`config.mk`:
```
export PLATFORM = sky130hd
export DESIGN_NAME = mac_pause_ctrl_tx_sched
export DESIGN_NICKNAME = d
export VERILOG_FILES = /design/src/rtl/mac_pause_ctrl_tx_sched.sv
export SDC_FILE = /design/constraint.sdc
export NUM_CORES = 1
export LEC_CHECK = 0
export ABC_AREA = 1
export BUFFER_PORTS_ARGS = -buffer_cell sky130_fd_sc_hd__buf_2
export CAP_MARGIN = 20
export CORE_UTILIZATION = 55
export DETAILED_ROUTE_END_ITERATION = 8
export PLACE_DENSITY_LB_ADDON = 0.08
export SKIP_CTS_REPAIR_TIMING = 1
export SYNTH_ARGS = -nofsm -noshare
export SYNTH_HDL_FRONTEND = slang
export SYNTH_SLANG_ARGS = --single-unit
```
`constraint.sdc`:
```
create_clock -name clk -period 3 [get_ports clk]
set_input_delay 0.3 -clock clk [delete_from_list [all_inputs] [get_ports clk]]
set_output_delay 0.3 -clock clk [all_outputs]
set_load 0.02 [all_outputs]
```
`src/rtl/mac_pause_ctrl_tx_sched.sv`:
```
// Transmit-side pause scheduler.
// Turns local LFC/PFC congestion requests into MAC control frame requests.
// An XOFF is sent when a request asserts and an XON when it releases. While a
// request stays asserted, XOFFs are re-sent at the refresh interval. Only one
// frame is outstanding at a time.
//
// Ports:
//   clk, rst_n            clock, asynchronous active-low reset
//   tx_lfc_en/req         local LFC enable and request
//   tx_pfc_en/req [7:0]   per-class local PFC enable and request
//   mcf_valid/ready       handshake towards the TX MCF generator
//   mcf_eth_*/opcode      frame header fields (registered at launch)
//   mcf_params            frame parameters, byte 0 in bits [7:0]
//   cfg_*                 header, opcode, quanta, refresh and tick configuration
//   stat_tx_*             one-cycle pulses when a frame is accepted
module mac_pause_ctrl_tx_sched #(
    parameter int unsigned MCF_PARAMS_SIZE = 18,
    parameter bit          PFC_EN          = 1'b1
) (
    input  logic                         clk,
    input  logic                         rst_n,
    input  logic                         tx_lfc_en,
    input  logic                         tx_lfc_req,
    input  logic [7:0]                   tx_pfc_en,
    input  logic [7:0]                   tx_pfc_req,
    output logic                         mcf_valid,
    input  logic                         mcf_ready,
    output logic [47:0]                  mcf_eth_dst,
    output logic [47:0]                  mcf_eth_src,
    output logic [15:0]                  mcf_eth_type,
    output logic [15:0]                  mcf_opcode,
    output logic [MCF_PARAMS_SIZE*8-1:0] mcf_params,
    input  logic [47:0]                  cfg_mcf_eth_dst,
    input  logic [47:0]                  cfg_mcf_eth_src,
    input  logic [15:0]                  cfg_mcf_eth_type,
    input  logic [15:0]                  cfg_tx_lfc_opcode,
    input  logic                         cfg_tx_lfc_en,
    input  logic [15:0]                  cfg_tx_lfc_quanta,
    input  logic [15:0]                  cfg_tx_lfc_refresh,
    input  logic [15:0]                  cfg_tx_pfc_opcode,
    input  logic                         cfg_tx_pfc_en,
    input  logic [15:0]                  cfg_tx_pfc_quanta,
    input  logic [15:0]                  cfg_tx_pfc_refresh,
    input  logic [9:0]                   cfg_quanta_step,
    input  logic                         cfg_quanta_clk_en,
    output logic                         stat_tx_lfc_pkt,
    output logic                         stat_tx_lfc_xon,
    output logic                         stat_tx_lfc_xoff,
    output logic                         stat_tx_pfc_pkt,
    output logic [7:0]                   stat_tx_pfc_xon,
    output logic [7:0]                   stat_tx_pfc_xoff
);

    localparam int unsigned PW      = MCF_PARAMS_SIZE * 8;
    localparam int unsigned NCLS    = 8;
    localparam int unsigned PFC_PW  = 16 + 16 * NCLS;

    // Parameter field too small for the frame types that can be generated
    if (PFC_EN ? (MCF_PARAMS_SIZE < 18) : (MCF_PARAMS_SIZE < 2)) begin : g_bad_params_size
        $fatal(1, "mac_pause_ctrl_tx_sched: MCF_PARAMS_SIZE too small");
    end

    typedef enum logic [1:0] {
        IDLE   = 2'd0,
        LFC_TX = 2'd1,
        PFC_TX = 2'd2
    } state_t;

    state_t              state;
    logic [7:0]          acc;
    logic [1:0]          inc;
    logic                lfc_eff_d;
    logic [NCLS-1:0]     pfc_eff_d;
    logic                lfc_pend;
    logic [NCLS-1:0]     pfc_pend;
    logic [15:0]         lfc_ref_cnt;
    logic [15:0]         pfc_ref_cnt [NCLS];
    logic                lfc_xoff_sent;
    logic [NCLS-1:0]     pfc_sel;
    logic [NCLS-1:0]     pfc_xoff_sent;

    logic [9:0]          quanta_sum_c;
    logic                lfc_eff_c;
    logic [NCLS-1:0]     pfc_eff_c;
    logic                pfc_en_c;
    logic                accept_c;
    logic                lfc_ref_hit_c;
    logic [NCLS-1:0]     pfc_ref_hit_c;
    logic                lfc_set_c;
    logic [NCLS-1:0]     pfc_set_c;
    logic                lfc_go_c;
    logic                pfc_go_c;
    logic                lfc_pend_nxt_c;
    logic [NCLS-1:0]     pfc_pend_nxt_c;
    logic                lfc_xoff_c;
    logic [NCLS-1:0]     pfc_xoff_c;
    logic [15:0]         lfc_params_c;
    logic [PFC_PW-1:0]   pfc_params_c;
    logic                lfc_reload_c;
    logic [NCLS-1:0]     pfc_reload_c;

    function automatic logic [15:0] sat_dec(input logic [15:0] cnt, input logic [1:0] step);
        sat_dec = (cnt > 16'(step)) ? (cnt - 16'(step)) : 16'h0000;
    endfunction

    // Request qualification, pending-bit updates and launch decisions
    always_comb begin
        quanta_sum_c  = {2'b00, acc} + cfg_quanta_step;
        lfc_eff_c     = tx_lfc_req & tx_lfc_en;
        pfc_eff_c     = PFC_EN ? (tx_pfc_req & tx_pfc_en) : '0;
        pfc_en_c      = cfg_tx_pfc_en & PFC_EN;
        accept_c      = mcf_valid & mcf_ready;

        // A class already queued or on the wire does not need a refresh
        lfc_ref_hit_c = (lfc_ref_cnt == 16'h0000) && lfc_eff_c && (cfg_tx_lfc_refresh != 16'h0000)
                        && !lfc_pend && (state != LFC_TX);
        for (int k = 0; k < NCLS; k++) begin
            pfc_ref_hit_c[k] = (pfc_ref_cnt[k] == 16'h0000) && pfc_eff_c[k]
                               && (cfg_tx_pfc_refresh != 16'h0000) && !pfc_pend[k]
                               && !((state == PFC_TX) && pfc_sel[k]);
        end

        lfc_set_c = (lfc_eff_c != lfc_eff_d) || lfc_ref_hit_c;
        pfc_set_c = (pfc_eff_c ^ pfc_eff_d) | pfc_ref_hit_c;

        lfc_go_c  = (state == IDLE) && lfc_pend && cfg_tx_lfc_en;
        pfc_go_c  = (state == IDLE) && !lfc_go_c && (pfc_pend != '0) && pfc_en_c;

        // New events win over the launch clear so a late change is not lost
        lfc_pend_nxt_c = cfg_tx_lfc_en && (lfc_set_c || (lfc_pend && !lfc_go_c));
        pfc_pend_nxt_c = !pfc_en_c ? '0 : (pfc_go_c ? pfc_set_c : (pfc_set_c | pfc_pend));

        lfc_xoff_c   = lfc_eff_c && (cfg_tx_lfc_quanta != 16'h0000);
        lfc_params_c = lfc_eff_c ? {cfg_tx_lfc_quanta[7:0], cfg_tx_lfc_quanta[15:8]} : 16'h0000;

        // PFC body: zero byte, class-enable vector, then one byte-swapped quanta per class
        pfc_params_c       = '0;
        pfc_params_c[15:8] = pfc_pend;
        for (int k = 0; k < NCLS; k++) begin
            pfc_xoff_c[k] = pfc_pend[k] && pfc_eff_c[k] && (cfg_tx_pfc_quanta != 16'h0000);
            if (pfc_pend[k] && pfc_eff_c[k]) begin
                pfc_params_c[16 + 16 * k +: 16] = {cfg_tx_pfc_quanta[7:0], cfg_tx_pfc_quanta[15:8]};
            end
        end

        lfc_reload_c = (state == LFC_TX) && accept_c && lfc_xoff_sent;
        pfc_reload_c = ((state == PFC_TX) && accept_c) ? (pfc_sel & pfc_xoff_sent) : '0;
    end

    // State, counters, frame fields and statistics
    always_ff @(posedge clk or negedge rst_n) begin
        if (!rst_n) begin
            state            <= IDLE;
            acc              <= '0;
            inc              <= '0;
            lfc_eff_d        <= 1'b0;
            pfc_eff_d        <= '0;
            lfc_pend         <= 1'b0;
            pfc_pend         <= '0;
            lfc_ref_cnt      <= '0;
            for (int k = 0; k < NCLS; k++) begin
                pfc_ref_cnt[k] <= '0;
            end
            lfc_xoff_sent    <= 1'b0;
            pfc_sel          <= '0;
            pfc_xoff_sent    <= '0;
            mcf_valid        <= 1'b0;
            mcf_eth_dst      <= '0;
            mcf_eth_src      <= '0;
            mcf_eth_type     <= '0;
            mcf_opcode       <= '0;
            mcf_params       <= '0;
            stat_tx_lfc_pkt  <= 1'b0;
            stat_tx_lfc_xon  <= 1'b0;
            stat_tx_lfc_xoff <= 1'b0;
            stat_tx_pfc_pkt  <= 1'b0;
            stat_tx_pfc_xon  <= '0;
            stat_tx_pfc_xoff <= '0;
        end else begin
            stat_tx_lfc_pkt  <= 1'b0;
            stat_tx_lfc_xon  <= 1'b0;
            stat_tx_lfc_xoff <= 1'b0;
            stat_tx_pfc_pkt  <= 1'b0;
            stat_tx_pfc_xon  <= '0;
            stat_tx_pfc_xoff <= '0;

            // Fractional quanta accumulator: carry-out is the per-cycle quanta tick
            if (cfg_quanta_clk_en) begin
                acc <= quanta_sum_c[7:0];
                inc <= quanta_sum_c[9:8];
            end else begin
                inc <= 2'd0;
            end

            lfc_eff_d <= lfc_eff_c;
            pfc_eff_d <= pfc_eff_c;
            lfc_pend  <= lfc_pend_nxt_c;
            pfc_pend  <= pfc_pend_nxt_c;

            lfc_ref_cnt <= lfc_reload_c ? cfg_tx_lfc_refresh : sat_dec(lfc_ref_cnt, inc);
            for (int k = 0; k < NCLS; k++) begin
                pfc_ref_cnt[k] <= pfc_reload_c[k] ? cfg_tx_pfc_refresh : sat_dec(pfc_ref_cnt[k], inc);
            end

            case (state)
                IDLE: begin
                    if (lfc_go_c) begin
                        state         <= LFC_TX;
                        mcf_valid     <= 1'b1;
                        mcf_eth_dst   <= cfg_mcf_eth_dst;
                        mcf_eth_src   <= cfg_mcf_eth_src;
                        mcf_eth_type  <= cfg_mcf_eth_type;
                        mcf_opcode    <= cfg_tx_lfc_opcode;
                        mcf_params    <= PW'(lfc_params_c);
                        lfc_xoff_sent <= lfc_xoff_c;
                    end else if (pfc_go_c) begin
                        state         <= PFC_TX;
                        mcf_valid     <= 1'b1;
                        mcf_eth_dst   <= cfg_mcf_eth_dst;
                        mcf_eth_src   <= cfg_mcf_eth_src;
                        mcf_eth_type  <= cfg_mcf_eth_type;
                        mcf_opcode    <= cfg_tx_pfc_opcode;
                        mcf_params    <= PW'(pfc_params_c);
                        pfc_sel       <= pfc_pend;
                        pfc_xoff_sent <= pfc_xoff_c;
                    end
                end
                LFC_TX: begin
                    if (accept_c) begin
                        state            <= IDLE;
                        mcf_valid        <= 1'b0;
                        stat_tx_lfc_pkt  <= 1'b1;
                        stat_tx_lfc_xoff <= lfc_xoff_sent;
                        stat_tx_lfc_xon  <= !lfc_xoff_sent;
                    end
                end
                PFC_TX: begin
                    if (accept_c) begin
                        state            <= IDLE;
                        mcf_valid        <= 1'b0;
                        stat_tx_pfc_pkt  <= 1'b1;
                        stat_tx_pfc_xoff <= pfc_sel & pfc_xoff_sent;
                        stat_tx_pfc_xon  <= pfc_sel & ~pfc_xoff_sent;
                    end
                end
                default: begin
                    state     <= IDLE;
                    mcf_valid <= 1'b0;
                end
            endcase
        end
    end

endmodule

```
After elaboration in Yosys (flattened, before gate mapping)
Cells that the tools add are included.
{ "classes": {"n_addsub": 10, "magnitude_cmp": 9, "n_eq_ne": 6, "muxes": 60, "n_bitwise": 10, "reduce_logical": 113} }
{ "op_table": {"columns": ["op", "count"], "rows": [
  ["two-way mux 16 bit", 31],
  ["two-way mux 144 bit", 2],
  ["two-way mux 48 bit", 4],
  ["greater-than comparator 16 x 2 -> 1 bit", 9],
  ["zero test 16 bit", 9],
  ["subtractor 16 x 2 -> 16 bit", 9],
  ["logical AND 1 bit", 71],
  ["nonzero test 16 bit", 4],
  ["two-way mux 8 bit", 7],
  ["bitwise AND 8 bit", 3],
  ["zero test 1 bit", 19],
  ["OR 8 bit", 2],
  ["adder 8 x 10 -> 10 bit", 1],
  ["two-way mux 1 bit", 10],
  ["two-way mux 2 bit", 4],
  ["NOT 8 bit", 1],
  ["nonzero test 8 bit", 1],
  ["XOR 8 bit", 1],
  ["AND reduction 2 bit", 3],
  ["inequality test 2 x 1 -> 1 bit, second input constant", 2],
  ["case mux 2 bit (2 select lines)", 1],
  ["inequality test 3 bit, second input constant", 1],
  ["AND reduction 3 bit", 1],
  ["bitwise AND 1 bit", 2],
  ["9 further kinds", 10]
]} }
{ "word_totals": {"ff_bits": 484, "in_bits": 242, "output_inout_bits": 293, "word_cells": 239} }

Logic depth before layout (Yosys ltp)
{ "depth": {"word_depth": 10, "mapped_depth": 11, "depth_no_buf": 11} }

Least setup slack after synthesis
OpenSTA, ideal clock, no wires.
{ "synth_path": {"path_kind": "register to register", "start": "reg inc[1]", "end": "reg pfc_ref_cnt[91] (netlist bit)", "setup_ns": 0.126, "arrival_ns": 2.070, "slack_ns": 0.804, "stages_incl_launch_ff": 11, "cell_sequence": "dfrtp_1 -> inv_1 -> ha_1 -> inv_1 -> o21ai_0 -> nor2_1 -> nand2_1 -> nand2_1 -> nand2_1 -> nand2_1 -> o21ai_0"} }
{ "synth_via": {"elab_chain_cells": 3} }
{ "synth_lines": {"columns": ["element", "line_no", "rtl"], "rows": [
  ["start: declaration", "71", "logic [1:0] inc;"],
  ["start signal: assignment", "190", "inc <= quanta_sum_c[9:8];"],
  ["subtractor 16 x 2 -> 16 bit or greater-than comparator 16 x 2 -> 1 bit (tied branches)", "103", "sat_dec = (cnt > 16'(step)) ? (cnt - 16'(step)) : 16'h0000;"],
  ["two-way mux 16 bit *", "103", null],
  ["two-way mux 16 bit *", "202", "pfc_ref_cnt[k] <= pfc_reload_c[k] ? cfg_tx_pfc_refresh : sat_dec(pfc_ref_cnt[k], inc);"],
  ["end signal: indexed assignment", "202", null],
  ["end: declaration", "77", "logic [15:0] pfc_ref_cnt [NCLS];"]
]} }
Every way passes the cells marked *; elsewhere a longest branch is shown, timed or not.
A chain may end at the register's enable or synchronous reset.

Worst setup path after layout
{ "layout_path": {"start": "reg pfc_pend[2]", "end": "reg mcf_params[135]"} }
{ "layout_via": {"elab_chain_cells": 5} }
{ "layout_lines": {"columns": ["element", "line_no", "rtl"], "rows": [
  ["start: declaration", "75", "logic [NCLS-1:0] pfc_pend;"],
  ["start signal: assignment", "198", "pfc_pend <= pfc_pend_nxt_c;"],
  ["nonzero test 8 bit", "127", "pfc_go_c = (state == IDLE) && !lfc_go_c && (pfc_pend != '0) && pfc_en_c;"],
  ["logical AND 1 bit (2 in series)", "127", null],
  ["nonzero test 2 bit (no line)", null, null],
  ["AND reduction 2 bit (no line)", null, null],
  ["end signal: assignment", "214", "mcf_params <= PW'(lfc_params_c);"],
  ["end signal: assignment", "223", "mcf_params <= PW'(pfc_params_c);"],
  ["end: declaration", "32", "output logic [MCF_PARAMS_SIZE*8-1:0] mcf_params,"]
]} }
No other way between the ends.

==> flow_metrics.env <==
export IMPL_async_reset_ff_share_pct=100
export IMPL_hold_class="input pin to flip-flop"
export IMPL_syn_num_nets=3202
export IMPL_ys_seq_area_share_pct=51.6
export IMPL_period_minus_slack_ns=2.50
export IMPL_setup_tns_final_ns=0
export IMPL_synth_warnings=0
export IMPL_fill_cells=3338
export IMPL_synth_xor_area_share_pct=3.32
export IMPL_yosysUniqueCellTypes=36
export IMPL_max_stage_delay_ns=0.54
export IMPL_rows=75
export IMPL_grt_usage_pct=36.4
export IMPL_final_period_utilization_pct=83.5
export IMPL_finalSetupViolations=0
export IMPL_multi_input_area_mm2=0.00999
export IMPL_fin_nets=3858
export IMPL_vias=23700
export IMPL_hold_viol_final=7
export IMPL_crit_path_start_kind="flip-flop"
export IMPL_synth_simple_area_share_pct=31.8
export IMPL_drt_first_iter_violations=2502
export IMPL_critical_path_required_ns=3.54
export IMPL_wl_um=83600
export IMPL_initial_utilization_pct=55.8
export IMPL_slowest_stage="buf_4"
export IMPL_vdd_ir_drop_max_uv=450
export IMPL_hold_slack_ns=-0.0236
export IMPL_die_width_um=209
export IMPL_path_cells="nor2_1 -> nand2_1 -> o21ai_4 -> buf_12 -> buf_4 -> nand3_1 -> nand2_1"
export IMPL_firstDrtPassIters=7
export IMPL_root_buffer="clkbuf_16"
export IMPL_dpl_cell_count=3914
export IMPL_max_slew_margin_rel_pct=45.8
export IMPL_synth_area_mm2=0.0235
export IMPL_synth_ff_type="dfrtp_1"
export IMPL_grt_pass1_vias=21900
export IMPL_cts_tree="yes"
export IMPL_area_growth_pct=27.6
export IMPL_synth_edf_count=0
export IMPL_synth_compound_area_share_pct=4.96
export IMPL_syn_instance_count=2921
export IMPL_syn_avg_cell_area_um2=8.04
export IMPL_max_freq_mhz=399
export IMPL_post_dp_hpwl_um=58200
export IMPL_skew_ns=0.0223
export IMPL_cpMostUsedCell="nand2_1"
export IMPL_cts_buffers=51
export IMPL_io_buffers=534
export IMPL_worst_pin_slew_ns=0.806
export IMPL_synthMuxAreaShare_pct=0
export IMPL_coreArea_mm2=0.0420
export IMPL_violations="hold timing"
export IMPL_critical_path_arrival_ns=3.04
export IMPL_powerDensity_mw_per_mm2=935
export IMPL_clockBufferDepth=3
export IMPL_fp_dieArea_mm2=0.0435
export IMPL_die_h_um=209
export IMPL_route_detailed_drc=0
export IMPL_grt_pass1_wl_um=123000
export IMPL_leakage_nw=16.3
export IMPL_layout_cells_non_filler=4161
export IMPL_grt_overflow_total=0
export IMPL_crit_fanout=88
export IMPL_grt_max_degree=124
export IMPL_synth_fa_ha_area_share_pct=2.40
export IMPL_clk_pin_slew_worst_paths_ns=0.06
export IMPL_drive_gt1_share_pct=19.0
export IMPL_path_class="flip-flop to flip-flop"
export IMPL_ant_nets=0
export IMPL_ff_latch_area_mm2=0.0121
export IMPL_synth_top_family_by_area="simple AND/OR/NAND/NOR gates"
export IMPL_crit_family="buffers and inverters"
export IMPL_rsz0062_at_grt="no"
export IMPL_via_per_inst=5.69
export IMPL_critPathCaptureType="flip-flop"
export IMPL_gp_congestion=0.972
export IMPL_antenna_found_initial=10
export IMPL_maxSlewViolCount=0
export IMPL_ys_ff_latch=484
export IMPL_drv_cap=0
export IMPL_cp_num_buf_inv=2
export IMPL_cts_num_sinks=484
export IMPL_wl_per_cell_um=20.1
export IMPL_io_pins=535
export IMPL_clk_latency_ns=0.61
export IMPL_cts_max_level=2
export IMPL_status="finished, violations left"
[worst paths after layout]
path	startpoint	end	slack (ns)	cells after the start
max	pfc_pend[2]	mcf_params[135]	0.50	7
min	cfg_tx_lfc_refresh[10]	lfc_ref_cnt[10]	-0.02	3
max reg2reg	pfc_pend[2]	mcf_params[135]	0.50	7
min reg2reg	pfc_xoff_sent[0]	stat_tx_pfc_xon[0]	0.44	1
max in group asynchronous	rst_n	mcf_params[20]	1.82	3
min in group asynchronous	rst_n	stat_tx_pfc_xoff[2]	0.34	2
[cell families (layout without fill, tap and decap cells)]
kind of cell,count (synthesis),count (layout)
AOI/OAI and AO/OA,202,202
xor gates and xnor gates,89,89
adders and majority gates,39,39
buffers and inverters,336,1029
DFF,484,484
other,0,8
and+or+nand+nor,1771,1771
[worst register-to-register path: cells and delay by family, from the launching register on]
| kind | cells | cell delay (ns) |
|---|---|---|
| buffers and inverters | 2 | 0.95 |
| DFF | 1 | 0.46 |
| AOI/OAI and AO/OA | 1 | 0.29 |
| and+or+nand+nor | 4 | 0.75 |
[Yosys cell counts, types with 2 or more instances]
| cell type | count | share of area (%) |
|---|---|---|
| nand2_1 | 940 | 15 |
| dfrtp_1 | 484 | 52 |
| nand3_1 | 477 | 10 |
| nor2_1 | 278 | 4.4 |
| inv_1 | 203 | 3.2 |
| o21ai_0 | 90 | 1.9 |
| buf_2 | 67 | 1.4 |
| xnor2_1 | 55 | 2.1 |
| o22ai_1 | 53 | 1.4 |
| clkbuf_1 | 43 | 0.69 |
| xor2_1 | 34 | 1.3 |
| ha_1 | 29 | 1.5 |
| a21oi_1 | 25 | 0.53 |
| nand3b_1 | 17 | 0.54 |
| nand4_1 | 17 | 0.45 |
| o211ai_1 | 16 | 0.51 |
| or2_2 | 16 | 0.43 |
| nor3_1 | 15 | 0.32 |
| fa_1 | 10 | 0.85 |
| buf_1 | 9 | 0.14 |
| a22oi_1 | 8 | 0.26 |
| buf_4 | 8 | 0.26 |
| a21o_1 | 4 | 0.13 |
| a21boi_0 | 3 | 0.096 |
| clkinv_1 | 3 | 0.048 |
| nor2_2 | 3 | 0.080 |
| buf_6 | 2 | 0.096 |
| nand3_2 | 2 | 0.085 |
| nor2_4 | 2 | 0.096 |
| nor4_1 | 2 | 0.053 |
[registers in the layout, indices dropped and copies added (netlist names), 2 cells and up]
register          cells
acc                   8
inc                   2
lfc_ref_cnt          16
mcf_eth_dst          48
mcf_eth_src          48
mcf_eth_type         16
mcf_opcode           16
mcf_params          144
pfc_eff_d             8
pfc_pend              8
pfc_ref_cnt         128
pfc_sel               8
pfc_xoff_sent         8
stat_tx_pfc_xoff      8
stat_tx_pfc_xon       8
state                 2
[per-layer routing]
layer  track usage (%)  vias up  wire (µm)
met5                 0        -         26
li1                  -    10700          -
met1              47.7    11300      32300
met3              9.96      296       8590
met2              56.3     1314      38600
met4              17.0        4       4130
[stage by stage]
stage / worst slack [ns] / utilization, % / hold slack, ns / cell area [µm²] / total power [mW]
5_1_grt: 0.374 / 71.2 / -0.00131 / 29900 / 29.7
6_report: 0.496 / 71.3 / -0.0236 / 30000 / 28.0
2_1_floorplan: 0.804 / - / 0.00441 / 23500 / 17.6
3_3_place_gp: 0.693 / 63.7 / 0.383 / 26800 / 20.8
3_5_place_dp: 0.628 / 63.7 / 0.381 / 26800 / 21.2
4_1_cts: 0.562 / 67.7 / -0.244 / 28400 / 27.6
[power by group]
part           leakage, nW  internal (mW)  switching (mW)  total, mW
combinational         9.23           3.84            7.31       11.1
clock                0.822           3.73            2.70       6.43
sequential            6.24           8.74            1.69       10.4
[placed cells by master (no fill, tap or decap), drive strengths merged, types with 26 or more instances in the layout]
master | synthesis | layout
buf | 86 | 583
dfrtp | 484 | 484
ha | 29 | 29
o22ai | 53 | 53
clkbuf | 43 | 73
inv | 204 | 205
nand2 | 940 | 940
o21ai | 91 | 91
xnor2 | 55 | 55
nand3 | 479 | 479
xor2 | 34 | 34
nor2 | 283 | 283
a21oi | 26 | 26
dlygate4sd3 | 0 | 149
[area by class of cell]
class | instances | share of cell area [%]
Multi-Input combinational cell | 2101 | 33.4
Sequential cell | 484 | 40.4
Clock buffer | 73 | 4.87
Antenna cell | 8 | 0.0668
Inverter | 207 | 2.59
Clock inverter | 17 | 0.714
Timing Repair Buffer | 732 | 15.7
Tap cell | 539 | 2.25
Note: power is estimated with default switching activity, not from simulation.
